`src/rtl/sd_cmd_ctrl_if.sv`:
```
// Host-side command bus and CMD-pad signals of the SD command sequencer.
// The sequencer takes the slave view; the host and pad side take the master view.
interface sd_cmd_ctrl_if;
    logic         cmd_start;
    logic [5:0]   cmd_index;
    logic [31:0]  cmd_arg;
    logic [1:0]   resp_type;
    logic         pad_output_input;
    logic         pad_enable;
    logic         pad_data_in;
    logic         pad_data_out;
    logic         busy;
    logic         done;
    logic [135:0] resp_data;
    logic         timeout_err;
    logic         crc_err;

    modport master (
        output cmd_start, cmd_index, cmd_arg, resp_type, pad_data_out,
        input  pad_output_input, pad_enable, pad_data_in,
        input  busy, done, resp_data, timeout_err, crc_err
    );

    modport slave (
        input  cmd_start, cmd_index, cmd_arg, resp_type, pad_data_out,
        output pad_output_input, pad_enable, pad_data_in,
        output busy, done, resp_data, timeout_err, crc_err
    );
endinterface

```
`src/rtl/sd_cmd_ctrl.sv`:
```
// SD CMD-line sequencer: sends a CRC7-protected 48-bit command, then receives a 48/136-bit response.
// Optional response CRC checker enabled by defining SD_CMD_RESP_CRC_CHECK_EN.
module sd_cmd_ctrl #(
    parameter int TIMEOUT  = 64,
    parameter int TURN_CYC = 2
) (
    input logic          sd_clock,
    input logic          reset_n,
    sd_cmd_ctrl_if.slave bus
);
    localparam int WAIT_W = $clog2(TIMEOUT + 1);
    localparam int TURN_W = (TURN_CYC > 1) ? $clog2(TURN_CYC + 1) : 1;
    localparam logic [WAIT_W-1:0] WAIT_LAST = WAIT_W'(TIMEOUT - 1);
    localparam logic [TURN_W-1:0] TURN_LAST = TURN_W'(TURN_CYC - 1);

    typedef enum logic [2:0] {
        IDLE,
        SEND,
        TURN,
        WAIT_START,
        RECV,
        DONE
    } state_t;

    state_t              state;
    state_t              next_state;
    logic [39:0]         tx_shift;
    logic [6:0]          tx_crc;
    logic [5:0]          bit_cnt;
    logic                has_resp;
    logic                long_resp;
    logic [TURN_W-1:0]   turn_cnt;
    logic [WAIT_W-1:0]   wait_cnt;
    logic [7:0]          rx_cnt;
    logic [135:0]        resp_q;
    logic                timeout_q;
    logic                tx_bit;

    function automatic logic [6:0] crc7_step(input logic [6:0] crc, input logic din);
        logic fb;
        fb = din ^ crc[6];
        return {crc[5:0], 1'b0} ^ (fb ? 7'h09 : 7'h00);
    endfunction

    always_ff @(posedge sd_clock or negedge reset_n) begin
        if (!reset_n) state <= IDLE;
        else          state <= next_state;
    end

    // Bits 47..8 come from the payload shifter, 7..1 from the CRC register, 0 is the end bit.
    always_comb begin
        next_state           = state;
        tx_bit               = 1'b1;
        bus.pad_output_input = 1'b0;
        bus.pad_data_in      = 1'b1;
        if (bit_cnt >= 6'd8)       tx_bit = tx_shift[39];
        else if (bit_cnt != 6'd0)  tx_bit = tx_crc[6];
        case (state)
            IDLE: begin
                if (bus.cmd_start) next_state = SEND;
            end
            SEND: begin
                bus.pad_output_input = 1'b1;
                bus.pad_data_in      = tx_bit;
                if (bit_cnt == 6'd0) next_state = has_resp ? TURN : DONE;
            end
            TURN: begin
                if (turn_cnt == TURN_LAST) next_state = WAIT_START;
            end
            WAIT_START: begin
                if (!bus.pad_data_out)          next_state = RECV;
                else if (wait_cnt == WAIT_LAST) next_state = DONE;
            end
            RECV: begin
                if (rx_cnt == 8'd0) next_state = DONE;
            end
            DONE:    next_state = IDLE;
            default: next_state = IDLE;
        endcase
    end

    assign bus.busy        = (state != IDLE);
    assign bus.pad_enable  = (state != IDLE);
    assign bus.done        = (state == DONE);
    assign bus.resp_data   = resp_q;
    assign bus.timeout_err = timeout_q;

    always_ff @(posedge sd_clock or negedge reset_n) begin
        if (!reset_n) begin
            tx_shift  <= '0;
            tx_crc    <= '0;
            bit_cnt   <= '0;
            has_resp  <= 1'b0;
            long_resp <= 1'b0;
            turn_cnt  <= '0;
            wait_cnt  <= '0;
            rx_cnt    <= '0;
            resp_q    <= '0;
            timeout_q <= 1'b0;
        end else begin
            case (state)
                IDLE: begin
                    if (bus.cmd_start) begin
                        tx_shift  <= {2'b01, bus.cmd_index, bus.cmd_arg};
                        tx_crc    <= '0;
                        bit_cnt   <= 6'd47;
                        has_resp  <= (bus.resp_type == 2'b01) || (bus.resp_type == 2'b10);
                        long_resp <= (bus.resp_type == 2'b10);
                        resp_q    <= '0;
                        timeout_q <= 1'b0;
                    end
                end
                SEND: begin
                    bit_cnt  <= bit_cnt - 6'd1;
                    turn_cnt <= '0;
                    if (bit_cnt >= 6'd8) begin
                        tx_shift <= {tx_shift[38:0], 1'b0};
                        tx_crc   <= crc7_step(tx_crc, tx_shift[39]);
                    end else begin
                        tx_crc   <= {tx_crc[5:0], 1'b0};
                    end
                end
                TURN: begin
                    turn_cnt <= turn_cnt + TURN_W'(1);
                    wait_cnt <= '0;
                end
                WAIT_START: begin
                    // The start bit becomes the response MSB; the counter stops at its last value.
                    if (!bus.pad_data_out) begin
                        resp_q <= {resp_q[134:0], 1'b0};
                        rx_cnt <= long_resp ? 8'd134 : 8'd46;
                    end else if (wait_cnt == WAIT_LAST) begin
                        timeout_q <= 1'b1;
                    end else begin
                        wait_cnt <= wait_cnt + WAIT_W'(1);
                    end
                end
                RECV: begin
                    resp_q <= {resp_q[134:0], bus.pad_data_out};
                    rx_cnt <= rx_cnt - 8'd1;
                end
                default: ;
            endcase
        end
    end

`ifdef SD_CMD_RESP_CRC_CHECK_EN
    logic [6:0] rx_crc;
    logic       crc_q;
    logic       crc_window;

    // rx_cnt equals the index of the bit arriving this cycle; the start bit adds nothing to a zero CRC.
    assign crc_window = (rx_cnt >= 8'd8) && (rx_cnt <= (long_resp ? 8'd127 : 8'd47));

    always_ff @(posedge sd_clock or negedge reset_n) begin
        if (!reset_n) begin
            rx_crc <= '0;
            crc_q  <= 1'b0;
        end else begin
            case (state)
                IDLE: begin
                    if (bus.cmd_start) begin
                        rx_crc <= '0;
                        crc_q  <= 1'b0;
                    end
                end
                RECV: begin
                    if (crc_window) rx_crc <= crc7_step(rx_crc, bus.pad_data_out);
                    if (rx_cnt == 8'd0) crc_q <= (rx_crc != resp_q[6:0]);
                end
                default: ;
            endcase
        end
    end

    assign bus.crc_err = crc_q;
`else
    assign bus.crc_err = 1'b0;
`endif

endmodule

```
`src/flat_wrapper.sv`:
```
// flat-port wrapper written by rule: the top's interface ports become plain ports
module sd_cmd_ctrl_flat 
#(
    parameter int TIMEOUT  = 64,
    parameter int TURN_CYC = 2
)
  (sd_clock, reset_n, bus_cmd_start, bus_cmd_index, bus_cmd_arg, bus_resp_type, bus_pad_data_out, bus_pad_output_input, bus_pad_enable, bus_pad_data_in, bus_busy, bus_done, bus_resp_data, bus_timeout_err, bus_crc_err);
  sd_cmd_ctrl_if bus_i ();
  input logic sd_clock;
  input logic reset_n;
  input wire logic [$bits(bus_i.cmd_start)-1:0] bus_cmd_start;
  input wire logic [$bits(bus_i.cmd_index)-1:0] bus_cmd_index;
  input wire logic [$bits(bus_i.cmd_arg)-1:0] bus_cmd_arg;
  input wire logic [$bits(bus_i.resp_type)-1:0] bus_resp_type;
  input wire logic [$bits(bus_i.pad_data_out)-1:0] bus_pad_data_out;
  output wire logic [$bits(bus_i.pad_output_input)-1:0] bus_pad_output_input;
  output wire logic [$bits(bus_i.pad_enable)-1:0] bus_pad_enable;
  output wire logic [$bits(bus_i.pad_data_in)-1:0] bus_pad_data_in;
  output wire logic [$bits(bus_i.busy)-1:0] bus_busy;
  output wire logic [$bits(bus_i.done)-1:0] bus_done;
  output wire logic [$bits(bus_i.resp_data)-1:0] bus_resp_data;
  output wire logic [$bits(bus_i.timeout_err)-1:0] bus_timeout_err;
  output wire logic [$bits(bus_i.crc_err)-1:0] bus_crc_err;
  assign bus_i.cmd_start = bus_cmd_start;
  assign bus_i.cmd_index = bus_cmd_index;
  assign bus_i.cmd_arg = bus_cmd_arg;
  assign bus_i.resp_type = bus_resp_type;
  assign bus_i.pad_data_out = bus_pad_data_out;
  assign bus_pad_output_input = bus_i.pad_output_input;
  assign bus_pad_enable = bus_i.pad_enable;
  assign bus_pad_data_in = bus_i.pad_data_in;
  assign bus_busy = bus_i.busy;
  assign bus_done = bus_i.done;
  assign bus_resp_data = bus_i.resp_data;
  assign bus_timeout_err = bus_i.timeout_err;
  assign bus_crc_err = bus_i.crc_err;
  sd_cmd_ctrl #(.TIMEOUT(TIMEOUT), .TURN_CYC(TURN_CYC)) u_core (.sd_clock(sd_clock), .reset_n(reset_n), .bus(bus_i));
endmodule
```
`config.mk`:
```
export PLATFORM = sky130hd
export DESIGN_NAME = sd_cmd_ctrl_flat
export DESIGN_NICKNAME = d
export VERILOG_FILES = /design/src/rtl/sd_cmd_ctrl_if.sv /design/src/rtl/sd_cmd_ctrl.sv /design/src/flat_wrapper.sv
export SDC_FILE = /design/constraint.sdc
export NUM_CORES = 1
export LEC_CHECK = 0
export BUFFER_PORTS_ARGS = -buffer_cell sky130_fd_sc_hd__buf_2
export CAP_MARGIN = 20
export CORE_MARGIN = 2
export CORE_UTILIZATION = 50
export DETAILED_ROUTE_END_ITERATION = 10
export PLACE_DENSITY = 0.79
export SLEW_MARGIN = 20
export SYNTH_ARGS = -nofsm -noshare
export SYNTH_HDL_FRONTEND = slang
export SYNTH_SLANG_ARGS = --single-unit
```
`constraint.sdc`:
```
create_clock -name sd_clock -period 4.7 [get_ports sd_clock]
set_clock_uncertainty 0.1 [all_clocks]
set_input_delay 0.705 -clock sd_clock [delete_from_list [all_inputs] [get_ports sd_clock]]
set_output_delay 0.705 -clock sd_clock [all_outputs]
set_load 0.02 [all_outputs]
```
==> summary by stage, run 1 <==
Outcome
The run finished with clean final reports.

Power and ir drop
The combinational cell fraction of total power is 28.3%. The share of total power dissipated in the clock network is 29.4%. After layout, the design draws a total of 5.61 mW. The share of total power dissipated in sequential elements is 42.3%. The internal power summed over all cells is 3.60 mW. Summed over all cells, the static leakage comes to 5.30 nW. Net switching is 35.8% of the power. The power per cell area is 551 nW/um^2. The peak ir drop on the vdd network is 481 uV. The net switching power figure is 2.01 mW.

Detailed routing
After detailed routing, the number of remaining DRC violations is 0. The number of iterations in the first detailed-routing pass is 5. The final layout contains routed wiring with a total length of 18,200 um. The uppermost layer routed is met4. The wire length on met3 is 1320 um.

Once detail routing completed, the nets flagged for antenna violations numbered 0. The detailed-route via count is 6,412. In the final routed layout, each cell accounts on average for 16.2 um.

The met1 wire length is 8660 um. The violation count after the first detailed-route iteration is 475. After detailed routing, the met2 layer carries 8000 um of wire.

Using the TritonRoute via totals, the vias-per-cell ratio works out to 5.71.

Global route
The global-route wire length before repair is 29,700 um. The number of global-route vias before repair came to 5,792. Entering global routing, the biggest net connects 105 pins. The total global routing track utilization is 19.7%. The initial antenna violation count came to 0. The aggregate global routing overflow is 0.

Synthesis
The number of synthesis warnings is 0. The register bit count reported by yosys is 212. In the synthesized netlist the async set-or-reset flop fraction comes to 100%. Yosys instantiated no cell more often than sky130_fd_sc_hd__dfrtp_1. After technology mapping, the gate count stands at 726.

The sequential share of the synthesized area is 62.4%. The dominant register cell in the synthesized netlist is sky130_fd_sc_hd__dfrtp_1. The net count of the mapped netlist is 777. The area share of the largest cell type after synthesis is 62.4%. By area the synthesized netlist is led by sky130_fd_sc_hd__dfrtp_1, sky130_fd_sc_hd__a22o_1, sky130_fd_sc_hd__nand2_1, sky130_fd_sc_hd__a31oi_1, sky130_fd_sc_hd__nor2_1. The synthesized design contains 0 enable-type register cells.

The synthesized cell area is 8500 um^2. The commonest cells after synthesis are sky130_fd_sc_hd__dfrtp_1, sky130_fd_sc_hd__a22o_1, sky130_fd_sc_hd__nand2_1. Counting distinct cell types in the post-synthesis netlist gives 51.

The synthesized design spends more area on one cell type than any other, namely sky130_fd_sc_hd__dfrtp_1. In this run the mean area of a mapped cell was 11.7 um^2.

STA
The max-slew violation total from the final report is 0. The time the final worst path needs with I/O delays and setup is 3.38 ns. Setup repair after global routing left no endpoint under its margin.

The hold violation total from the final report came to 0. The tightest hold path in the finished design has a slack of 0.203 ns. Measured against its own limit, the worst slew margin works out to 41.8%. The slew at the pin with the worst max-slew slack is 0.850 ns.

After layout, the worst path uses 71.9% of the clock period. The number of setup violations in the final report is 0. The highest clock frequency the design can meet is 0.296 GHz. The aggregate negative setup slack is 0 ns.

Clock network
The number of buffers inserted for hold repair after clock tree synthesis is 0. Clock tree synthesis found a total of 212 sinks. In this run the clock root is driven by a sky130_fd_sc_hd__clkbuf_16.

TritonCTS built the clock tree. The buffer count from post-CTS setup fixing is 0. In this run the number of H-tree levels came out at 1. After clock tree synthesis, the repair step resized 0 gates. The clock insertion delay at the later pin of the skew report is 0.49 ns. No sink is reached through more buffers than the 3 on the longest clock path.

The clock-pin slew on the worst setup and hold paths is 0.06 ns. The number of CTS-inserted buffers is 22.

Placement
The number of I/O port buffers is 185. The half-perimeter wire length of the detailed placement result is 11,900 um. The final weighted congestion in routability-driven placement is 0.802.

Floorplanning
The initial utilization of the core area, before any placement, comes to 51.3%. Pin placement for this block handled 187 I/O pins. The core region is 16,600 um^2.

The die is 134 um wide. The area enclosed by the die boundary is 18,100 um^2. The floorplan row count is 47. The die extent in y is 134 um.

Final layout
In the final layout, the share of cells above drive strength 1 is 26.3%. The repair_antennas step left the layout with diodes totalling 0. The number of nets in the layout is 940. The area growth from synthesis to layout is 19.8%.

Setup path
The maximum net fanout on the critical path is 45. The data arrival time at the worst-slack endpoint is 2.57 ns. The worst setup path is captured at an output pin. The kind of start point of the critical path is a register.

The worst setup path is of the reg -> out kind. At the worst endpoint, the required time is 3.89 ns.

Job
The max-cap violation count is 0.

Hold path
The classification of the worst-slack hold path is in -> async.
==> layer usage <==
metal  vias to the layer above  track usage (%)
met5                         -                0
met3                        28             4.08
met2                       238             29.1
li1                       2962                -
met1                      3184             30.3
met4                         0             4.27
==> worst paths after layout <==
check                                  from                  endpoint  slack, ns  cells after the start
max                         u_core.state[1]           bus_pad_data_in       1.32                      5
min reg2reg                u_core.tx_crc[4]          u_core.tx_crc[5]       0.37                      2
min                                 reset_n  u_core.bus.resp_data[32]       0.20                      1
max in group asynchronous           reset_n         u_core.bit_cnt[2]       3.28                      2
min in group sd_clock        bus_cmd_arg[0]        u_core.tx_shift[0]       0.35                      3
max reg2reg                 u_core.state[1]        u_core.tx_shift[8]       1.78                      6
==> worst max-delay path, cell delays in order, from the launching register on <==
cell,delay (ns)
sky130_fd_sc_hd__dfrtp_1,0.57
sky130_fd_sc_hd__or3b_2,0.53
sky130_fd_sc_hd__inv_1,0.18
sky130_fd_sc_hd__buf_4,0.42
sky130_fd_sc_hd__o21ai_0,0.19
sky130_fd_sc_hd__buf_2,0.20
==> registers in the layout, indices dropped and copies added (netlist names), 2 cells and up <==
name / count
u_core.tx_crc: 7
u_core.turn_cnt: 2
u_core.state: 3
u_core.rx_cnt: 8
u_core.wait_cnt: 7
u_core.bit_cnt: 6
u_core.bus.resp_data: 136
u_core.tx_shift: 40
==> final cells by class <==
class                           instances  area, um^2
Fill cell                            1349        6400
Sequential cell                       212        5310
Multi-Input combinational cell        447        2860
Timing Repair Buffer                  195        1010
Clock buffer                           34         677
Tap cell                              220         275
Inverter                               11        41.3
Clock inverter                          3        15.0
==> power by group through the flow <==
stage	Combinational (mW)	Sequential (mW)	Clock [mW]
after CTS	1.60	2.37	1.69
final	1.59	2.37	1.65
after floorplan	1.39	2.34	0
after global placement	1.56	2.39	0
after global routing	1.80	2.42	1.76
after detailed placement	1.60	2.40	0
==> per-stage QoR <==
step	instance area, um^2	util [%]	std cells	setup WS [ns]
final	10200	61.4	1122	1.32
after floorplan	8500	-	726	2.16
after global placement	9490	57.2	1085	1.83
after detailed placement	9490	57.2	1085	1.79
after global routing	10200	61.4	1122	1.08
after CTS	10200	61.4	1122	1.31
==> cell families (layout without fill, tap and decap cells) <==
logic type / Yosys count / count (layout) / synth area share (%)
other: 1 / 1 / 0.0441
adder cells (fa/ha/maj): 7 / 7 / 1.03
AO/OA/AOI/OAI: 220 / 220 / 20.4
XOR/XNOR: 4 / 4 / 0.412
buffers and inverters: 67 / 243 / 4.14
AND/OR/NAND/NOR: 209 / 209 / 10.8
flip-flops: 212 / 212 / 62.4
multiplexers: 6 / 6 / 0.707
==> placed cells by master, fill, tap and decap left out, types with 2 or more instances in the layout <==
| cell type | count |
|---|---|
| sky130_fd_sc_hd__nand2_1 | 108 |
| sky130_fd_sc_hd__inv_1 | 11 |
| sky130_fd_sc_hd__mux2i_1 | 6 |
| sky130_fd_sc_hd__xor2_1 | 2 |
| sky130_fd_sc_hd__a31oi_1 | 40 |
| sky130_fd_sc_hd__and3b_1 | 2 |
| sky130_fd_sc_hd__nand3_1 | 14 |
| sky130_fd_sc_hd__clkinv_2 | 3 |
| sky130_fd_sc_hd__nand4b_1 | 2 |
| sky130_fd_sc_hd__ha_1 | 7 |
| sky130_fd_sc_hd__or3_1 | 2 |
| sky130_fd_sc_hd__clkbuf_1 | 5 |
| sky130_fd_sc_hd__buf_4 | 10 |
| sky130_fd_sc_hd__buf_2 | 184 |
| sky130_fd_sc_hd__nor3b_1 | 2 |
| sky130_fd_sc_hd__nor2b_1 | 4 |
| sky130_fd_sc_hd__clkbuf_16 | 23 |
| sky130_fd_sc_hd__o21ai_0 | 17 |
| sky130_fd_sc_hd__a22o_1 | 136 |
| sky130_fd_sc_hd__nand2b_1 | 2 |
| sky130_fd_sc_hd__a32oi_1 | 2 |
| sky130_fd_sc_hd__dfrtp_1 | 212 |
| sky130_fd_sc_hd__xnor2_1 | 2 |
| sky130_fd_sc_hd__a211oi_1 | 3 |
| sky130_fd_sc_hd__nor2_1 | 52 |
| sky130_fd_sc_hd__clkbuf_8 | 7 |
| sky130_fd_sc_hd__nor3_1 | 9 |
| sky130_fd_sc_hd__a21oi_1 | 8 |
| sky130_fd_sc_hd__or3b_2 | 2 |
| sky130_fd_sc_hd__o31ai_1 | 3 |
Power figures use the tool's default switching activity.
==> run 2: changes to the inputs <==
==> constraint.sdc (replaced) <==
create_clock -name sd_clock -period 3.35 [get_ports sd_clock]
set_clock_uncertainty 0.1 [all_clocks]
set_input_delay 0.5025 -clock sd_clock [delete_from_list [all_inputs] [get_ports sd_clock]]
set_output_delay 0.5025 -clock sd_clock [all_outputs]
set_load 0.02 [all_outputs]
==> run 2 against run 1 <==
  * Global-route usage rose by 0.51 points
  * Hold slack lost 0.067 ns
  * Design area increased by 1.1%
  * Power up 44%
  * Count of clock-buffer cells in the layout decreased by 1
  * Wire length grew 0.89%
  * Largest cell class unchanged
==> summary by stage, run 2 (synthesized netlist as in run 1, its figures left out) <==
STA
The hold violation total from the final report is 0. Derived from the worst setup path, the maximum achievable clock frequency is 0.344 GHz. The normalized max-slew margin is 39.3%. The routed design could run at a clock period as short as 2.91 ns. At the pin with the least slew margin, the transition time is 0.887 ns. The max-slew violation total from the final report came to 0. Of the available clock period, the critical path in the final layout requires 86.9%. The number of setup violations in the final report is 0.

Setup repair after global routing left no endpoint under its margin. Adding up every negative setup slack in the final design gives 0 ns.

Detailed routing
After detailed routing, the average wire length per cell comes to 16.4 um. The total routed wirelength is 18,400 um. In this run, the number of DRC markers left after iteration 0 of detailed routing was 458.

The antenna violation net count after detailed routing is 0. The detailed-route via count is 6,382. The DRC violation count after routing is 0. The detail-routed via count per cell is 5.68.

Before antenna repair, the detailed router went through 5 iterations.

Outcome
The flow ran to the end, and the final reports show no timing, DRC or antenna violations.

Setup path
Walking the worst path, the cells encountered are or3b_2 > inv_1 > o21ai_0 > buf_2. The worst path required time is 2.75 ns. The worst setup path is launched from a register.

The endpoint type of the worst setup path is an output pin. The maximum net fanout on the critical path is 33. The critical path is of the reg -> out type. The slowest stage of the critical path is the sky130_fd_sc_hd__or3b_2 cell. For this run, the slowest stage of the critical path takes 0.82 ns.

The data arrival time at the worst-slack endpoint is 2.31 ns.

Final layout
The top cell types in the final layout, fill and taps aside, are sky130_fd_sc_hd__dfrtp_1, sky130_fd_sc_hd__buf_2, sky130_fd_sc_hd__a22o_1, sky130_fd_sc_hd__nand2_1, sky130_fd_sc_hd__nor2_1. From synthesis to final layout, the design area changed by 21.1%. The final cell count without fillers is 1,123. With fillers left out, the area of the finished cells amounts to 10,300 um^2. The most frequent standard cell in the layout excluding fill and tap cells is sky130_fd_sc_hd__dfrtp_1. The share of cells above drive strength 1 is 26.4%. After filler insertion, the fill cell instance count of the layout stands at 1,301. The repair_antennas step left the layout with diodes totalling 0. The number of nets in the layout is 940.

The flip-flop count of the largest register, all copies and words added is 136.

Clock network
At the later pin of the worst-skew pair, clock insertion delay measures 0.49 ns. In this run the number of H-tree levels came out at 1. For this design, the sink count on the clock tree is 212.

The clock-pin slew on the worst setup and hold paths is 0.06 ns. The maximum count of clock buffers along a single path is 3. The root buffer cell chosen for the clock tree is sky130_fd_sc_hd__clkbuf_16. The number of CTS-inserted buffers is 22. TritonCTS built the clock tree. In this run, post-CTS repair resized a total of 0 instances.

Placement
Port buffering added 185 buffers. Routability-driven placement finished with a final weighted congestion of 0.795. Summed over all nets, the half-perimeter wirelength after detailed placement is 11,900 um. Counting tap cells, the placed design contains a total of 1,084 instances. In this run the cell area measured after placement is 9530 um^2.

Job
The max-cap violation count is 0.

Floorplanning
The floorplan has 47 rows. The area enclosed by the die boundary is 18,100 um^2. For this configuration, the core starts out at a cell density of 51.3%. Pin placement for this block handled 187 I/O pins. The chip width is 134 um.

The area of the core is 16,600 um^2. Measured along the y axis, the die boundary spans 134 um.

Power and ir drop
The static leakage is 5.34 nW. For this design the ratio of total power to cell area is 787 nW/um^2. The worst-case IR drop observed on VDD is 987 uV.

Global route
The number of global-route vias before repair was 5,794. Global routing used 20.2% of the available tracks. Entering global routing, the biggest net connects 103 pins. The first global-routing pass estimated 30,400 um of wire. The initial antenna violation count is 0.

For this run the aggregate overflow at the end of global routing stands at 0.

Hold path
The classification of the worst-slack hold path is in -> reg.
## run 2: what timing repair did
item                                   CTS  global route
setup buffers                            0             0
hold buffers                             1             0
endpoints found under the hold margin   11             0
## run 2: path summary, 6_finish.rpt
check,slack (ns),startpoint,end,cells past startpoint
max,0.44,u_core.state[1],bus_pad_data_in,4
min in group asynchronous,0.32,reset_n,u_core.bus.resp_data[50],2
min,0.14,bus_cmd_arg[0],u_core.tx_shift[0],3
max in group asynchronous,2.10,reset_n,u_core.tx_shift[36],3
min reg2reg,0.37,u_core.tx_crc[0],u_core.tx_crc[1],2
max reg2reg,0.81,u_core.state[1],u_core.bit_cnt[4],5
## run 2: area by class of cell
class	instances	area, um^2	share of cell area, %
timing repair buffer	195	1060	10.3
clock buffer	33	673	6.54
sequential	212	5310	51.6
multi-input combinational	447	2860	27.7
tap	220	275	2.68
clock inverter	5	77.6	0.754
inverter	11	41.3	0.401
## run 2: layer usage
| layer | wire length (um) | up-vias | GRT usage [%] |
|---|---|---|---|
| met3 | 1240 | 20 | 3.70 |
| met4 | 247 | 0 | 4.15 |
| li1 | - | 2957 | - |
| met5 | 0 | - | 0 |
| met1 | 8690 | 3182 | 31.9 |
| met2 | 8210 | 223 | 29.5 |
## run 2: report_power, final
group	internal, mW	switching [mW]
sequential	2.99	0.337
clock	1.54	0.949
combinational	0.726	1.56
## run 2: critical path, delay by kind of cell, from the launching register on
family,cells,cell delay (ns)
AO/OA/AOI/OAI,1,0.09
buffers and inverters,2,0.34
flip-flops,1,0.57
AND/OR/NAND/NOR,1,0.82
## run 2: stage by stage
| stage | utilization, % | worst slack (ns) | total power, mW | hold slack, ns |
|---|---|---|---|---|
| 6_report | 62.0 | 0.440 | 8.10 | 0.136 |
| 5_1_grt | 62.0 | 0.287 | 8.63 | 0.160 |
| 4_1_cts | 62.0 | 0.418 | 8.17 | 0.127 |
| 3_5_place_dp | 57.5 | 0.812 | 5.67 | 0.253 |
| 3_3_place_gp | 57.5 | 0.869 | 5.59 | 0.251 |
| 2_1_floorplan | - | 1.01 | 5.22 | 0.107 |
